`src/rtl/bram_stream_reader.sv`:
```
// Streams a programmed block of words out of port B of the sample BRAM onto a
// valid/ready interface, absorbing the 1-cycle read latency with a 2-entry buffer.
module bram_stream_reader #(
  parameter int ADDR_W = 12,
  parameter int DATA_W = 32,
  parameter int LEN_W  = 13
) (
  input  logic              clk,
  input  logic              rstn,
  input  logic              start,
  input  logic [ADDR_W-1:0] base_addr,
  input  logic [LEN_W-1:0]  length,
  output logic              busy,
  output logic              done,
  output logic [ADDR_W-1:0] bram_addr,
  output logic              bram_en,
  output logic              bram_we,
  output logic [DATA_W-1:0] bram_din,
  input  logic [DATA_W-1:0] bram_dout,
  output logic [DATA_W-1:0] tdata,
  output logic              tvalid,
  input  logic              tready,
  output logic              tlast
);

  typedef enum logic [1:0] {
    S_IDLE  = 2'd0,
    S_RUN   = 2'd1,
    S_DRAIN = 2'd2
  } state_t;

  state_t            state_r, state_s;
  logic [ADDR_W-1:0] ptr_r;
  logic [LEN_W-1:0]  issue_rem_r;
  logic [LEN_W-1:0]  beat_rem_r;
  logic              inflight_r;
  logic [1:0]        count_r;
  logic [DATA_W-1:0] head_r;
  logic [DATA_W-1:0] second_r;
  logic              busy_r;
  logic              done_r;

  logic              pop_s;
  logic              last_pop_s;
  logic              issue_s;
  logic              load_s;
  logic              done_s;
  logic [2:0]        occ_s;

  assign tvalid     = (count_r != 2'd0);
  assign tdata      = head_r;
  assign tlast      = tvalid && (beat_rem_r == LEN_W'(1));
  assign pop_s      = tvalid && tready;
  assign last_pop_s = pop_s && (beat_rem_r == LEN_W'(1));
  // Words already committed to the buffer: stored plus the one on bram_dout, less this cycle's pop.
  assign occ_s      = {1'b0, count_r} + {2'b00, inflight_r} - {2'b00, pop_s};

  assign busy      = busy_r;
  assign done      = done_r;
  assign bram_addr = ptr_r;
  assign bram_en   = issue_s;
  assign bram_we   = 1'b0;
  assign bram_din  = {DATA_W{1'b0}};

  // Next-state, read-issue and completion decode.
  always_comb begin
    state_s = state_r;
    issue_s = 1'b0;
    load_s  = 1'b0;
    done_s  = 1'b0;
    case (state_r)
      S_IDLE: begin
        if (start) begin
          if (length != LEN_W'(0)) begin
            state_s = S_RUN;
            load_s  = 1'b1;
          end else begin
            done_s  = 1'b1;
          end
        end else begin
          state_s = S_IDLE;
        end
      end
      S_RUN: begin
        if ((issue_rem_r != LEN_W'(0)) && (occ_s < 3'd2)) begin
          issue_s = 1'b1;
        end else begin
          issue_s = 1'b0;
        end
        if (last_pop_s) begin
          state_s = S_IDLE;
          done_s  = 1'b1;
        end else if (issue_rem_r == LEN_W'(0)) begin
          state_s = S_DRAIN;
        end else begin
          state_s = S_RUN;
        end
      end
      S_DRAIN: begin
        if (last_pop_s) begin
          state_s = S_IDLE;
          done_s  = 1'b1;
        end else begin
          state_s = S_DRAIN;
        end
      end
      default: begin
        state_s = S_IDLE;
      end
    endcase
  end

  // Control state, read pointer and word counters.
  always_ff @(posedge clk) begin
    if (!rstn) begin
      state_r     <= S_IDLE;
      busy_r      <= 1'b0;
      done_r      <= 1'b0;
      inflight_r  <= 1'b0;
      ptr_r       <= {ADDR_W{1'b0}};
      issue_rem_r <= {LEN_W{1'b0}};
      beat_rem_r  <= {LEN_W{1'b0}};
    end else begin
      state_r    <= state_s;
      busy_r     <= (state_s != S_IDLE);
      done_r     <= done_s;
      inflight_r <= issue_s;
      if (load_s) begin
        ptr_r       <= base_addr;
        issue_rem_r <= length;
      end else if (issue_s) begin
        ptr_r       <= ptr_r + ADDR_W'(1);
        issue_rem_r <= issue_rem_r - LEN_W'(1);
      end else begin
        ptr_r       <= ptr_r;
        issue_rem_r <= issue_rem_r;
      end
      if (load_s) begin
        beat_rem_r <= length;
      end else if (pop_s) begin
        beat_rem_r <= beat_rem_r - LEN_W'(1);
      end else begin
        beat_rem_r <= beat_rem_r;
      end
    end
  end

  // Two-entry output buffer; the head register drives the stream.
  always_ff @(posedge clk) begin
    if (!rstn) begin
      count_r  <= 2'd0;
      head_r   <= {DATA_W{1'b0}};
      second_r <= {DATA_W{1'b0}};
    end else begin
      case ({inflight_r, pop_s})
        2'b10: begin
          if (count_r == 2'd0) begin
            head_r <= bram_dout;
          end else begin
            second_r <= bram_dout;
          end
          count_r <= count_r + 2'd1;
        end
        2'b01: begin
          head_r  <= second_r;
          count_r <= count_r - 2'd1;
        end
        2'b11: begin
          if (count_r == 2'd1) begin
            head_r <= bram_dout;
          end else begin
            head_r   <= second_r;
            second_r <= bram_dout;
          end
        end
        default: begin
          count_r <= count_r;
        end
      endcase
    end
  end

endmodule

```
`config.mk`:
```
export PLATFORM = sky130hd
export DESIGN_NAME = bram_stream_reader
export DESIGN_NICKNAME = d
export VERILOG_FILES = /design/src/rtl/bram_stream_reader.sv
export SDC_FILE = /design/constraint.sdc
export NUM_CORES = 1
export LEC_CHECK = 0
export CAP_MARGIN = 20
export CORE_UTILIZATION = 37
export DETAILED_ROUTE_END_ITERATION = 10
export GPL_TIMING_DRIVEN = 0
export SLEW_MARGIN = 20
export SYNTH_ARGS = -nofsm -noshare
export SYNTH_HDL_FRONTEND = slang
export SYNTH_SLANG_ARGS = --single-unit
```
`constraint.sdc`:
```
create_clock -name clk -period 3.7 [get_ports clk]
set_clock_uncertainty 0.05 [all_clocks]
set_input_delay 0.74 -clock clk [delete_from_list [all_inputs] [get_ports clk]]
set_output_delay 0.74 -clock clk [all_outputs]
set_load 0.01 [all_outputs]
```
==> out/results.ini <==
[outcome]
status = completed

[power]
leakagePower_uw = 0.00258
ir_worst_vdd_v = 0.000439
power_density_nw_per_um2 = 612
power_uw = 4250

[synth]
yosys.area.top_type = dfxtp_1
syn_area_per_cell_um2 = 8.88
yosys_register_bits = 109
yosys.cell_count.top_type = dfxtp_1
yosys_warnings = 0
synth_top_area_share = 0.422
ys_types = 48
synth_common_cells = dfxtp_1, nor2_1, nor3_1
async_flop_share = 0
synth_edf_count = 0
synth_area_um2 = 5180
ys.flop_type = dfxtp_1
synth.area.top_cells = dfxtp_1, mux2i_1, nor2_1, buf_4, a221oi_1
netlist_instances = 583
ys_seq_area_frac = 0.422

[drt]
avgViaCountPerCell = 5.09
dr.pass1.iters = 4
drt_iter0_drc = 299
wire_per_inst_um = 15.3
drc = 0
wirelength_um = 14100
final_antenna_net_count = 0
vias = 4668

[clock_network]
cts_tree = done
root_buffer = clkbuf_16
clkTransAtPathRegs_ns = 0.07
holdBufCountCts = 0
clock_path_buffers = 2
cts_max_level = 3
clk_latency_ns = 0.36
numCtsBuffers = 9
cts.sinks = 109

[final_layout]
drive_above_1_share = 0.117
area_growth_syn_to_layout_pct = 34.3
final_nets = 810
diodes = 0
stdcell_count = 917
final_util = 0.517

[floorplanning]
rows = 42
die_x_um = 120
start_util = 0.385
core-area_um2 = 13500
ios = 143
die_h_um = 120
die-area_um2 = 14500

[critical_path]
required_ns = 2.91
cp-start-kind = flop
end_kind = primary output
crit_arrival_ns = 2.73
timing_worst_setup_path_type = flop to primary output
cp_max_fo = 10
r2r_slack_ns = 0.66

[sta]
setup_viol = 0
period_share = 0.951
slew_headroom = 0.545
grt_setup_unrepaired = no
final.setup.tns_ns = 0
finalHoldViolations = 0
slew_viol_final = 0
max_freq_ghz = 0.284
max_slew.worst_pin.slew_ns = 0.676
period_needed_ns = 3.52

[placement]
gp_congestion = 0.839
hpwlAfterDp_um = 10400
port_buffers = 108
dp.cells = 899

[grt]
track_usage = 0.200
grt_pass1_wl_um = 22700
antenna_found_initial = 0
grt_start_max_net_pins = 18
gr-total-overflow = 0
grt_pass1_vias = 4679

[run]
cap_violations = 0

[hold_path]
hp-class = flop to flop

per-layer routing:
metal	wire, um	track usage	vias to the layer above	share of wire
met4	228	0.0702	0	0.016
li1	-	-	2319	-
met3	1030	0.0698	20	0.073
met1	5990	0.232	2181	0.43
met5	0	0	-	0
met2	6810	0.340	148	0.48
worst max-delay path, stage by stage, from the launching register on:
cell and delay [ns]:
dfxtp_2 0.39, inv_1 0.10, ha_4 0.19, nand2b_1 0.16, buf_6 0.15, nor2_4 0.10, o21ai_1 0.10, fa_2 0.54
nand2_2 0.09, nor2_4 0.12, nand2_2 0.09, inv_2 0.08, dlygate4sd2_1 0.27
metrics by stage:
step / cell area (um^2) / setup WS [ns] / hold slack [ns]
2_1_floorplan: 5300 / 0.491 / 0.398
6_report: 6950 / 0.180 / 0.442
4_1_cts: 6940 / 0.0419 / 0.440
3_3_place_gp: 6600 / -0.960 / 0.423
3_5_place_dp: 6600 / -0.997 / 0.431
5_1_grt: 6950 / 0.0273 / 0.462
cell type report:
type,count,area [um^2]
fillers,1292,6500
multi-input cells,423,2680
flip-flops and latches,109,2190
repair buffers,110,1090
plain buffers,68,420
clock buffers,11,233
well taps,176,220
clock inverters,5,60.1
inverters,15,58.8
registers in the layout, summed over array words and instances, names as in the netlist:
signal,cells
tdata,32
second_r,32
count_r,2
beat_rem_r,13
issue_rem_r,13
inflight_r,1
state_r,2
busy,1
bram_addr,12
done,1
logic make-up (layout without fill, tap and decap cells):
group                    after synthesis  after routing  share of synthesized area
multiplexers                          33             33                     0.0638
flip-flops                           109            109                      0.422
buffers and inverters                 83            209                     0.0919
AND/OR/NAND/NOR                      196            196                      0.187
other                                  1             33                   0.000724
AO/OA/AOI/OAI                        113            113                      0.143
XOR/XNOR                              35             35                     0.0592
adder cells (fa/ha/maj)               13             13                     0.0329
worst paths after layout:
path | startpoint | end | depth (start not counted)
min reg2reg | issue_rem_r[12] | issue_rem_r[12] | 2
max reg2reg | count_r[0] | bram_addr[5] | 12
min | issue_rem_r[12] | issue_rem_r[12] | 2
max | count_r[0] | bram_en | 12
repair_timing:
action                     in CTS  in global routing
setup buffers                   2                  0
pin swaps                       1                  0
setup endpoints to repair       1                  1
resized for setup              14                  5
cells in the final DEF, fill, tap and decap left out, types with 3 or more instances in the layout:
master,synthesis,routed
dfxtp_1,109,107
clkdlybuf4s50_1,0,106
nor2_1,79,77
nor3_1,43,43
buf_4,39,40
a21oi_1,39,39
mux2i_1,33,33
conb_1,1,33
a221oi_1,32,32
xor2_1,27,26
clkbuf_1,16,18
o21ai_0,18,17
nand3_1,16,16
nand2_1,16,14
o21ai_1,11,12
buf_2,12,12
nand4_1,12,12
inv_1,13,11
ha_1,12,11
clkbuf_16,0,9
xnor2_1,8,8
nor4_1,4,4
inv_2,1,3
nand4b_1,3,3
or3_1,3,3
a31oi_1,3,3
and3_1,3,3
power breakdown:
part	leakage (uW)	total, uW	switching [uW]	internal, uW
Clock	0.000140	967	439	528
Sequential	0.000894	1640	192	1450
Combinational	0.00155	1650	851	795
Total	0.00258	4250	1480	2770
No activity file was read; power rests on OpenSTA's default activity.
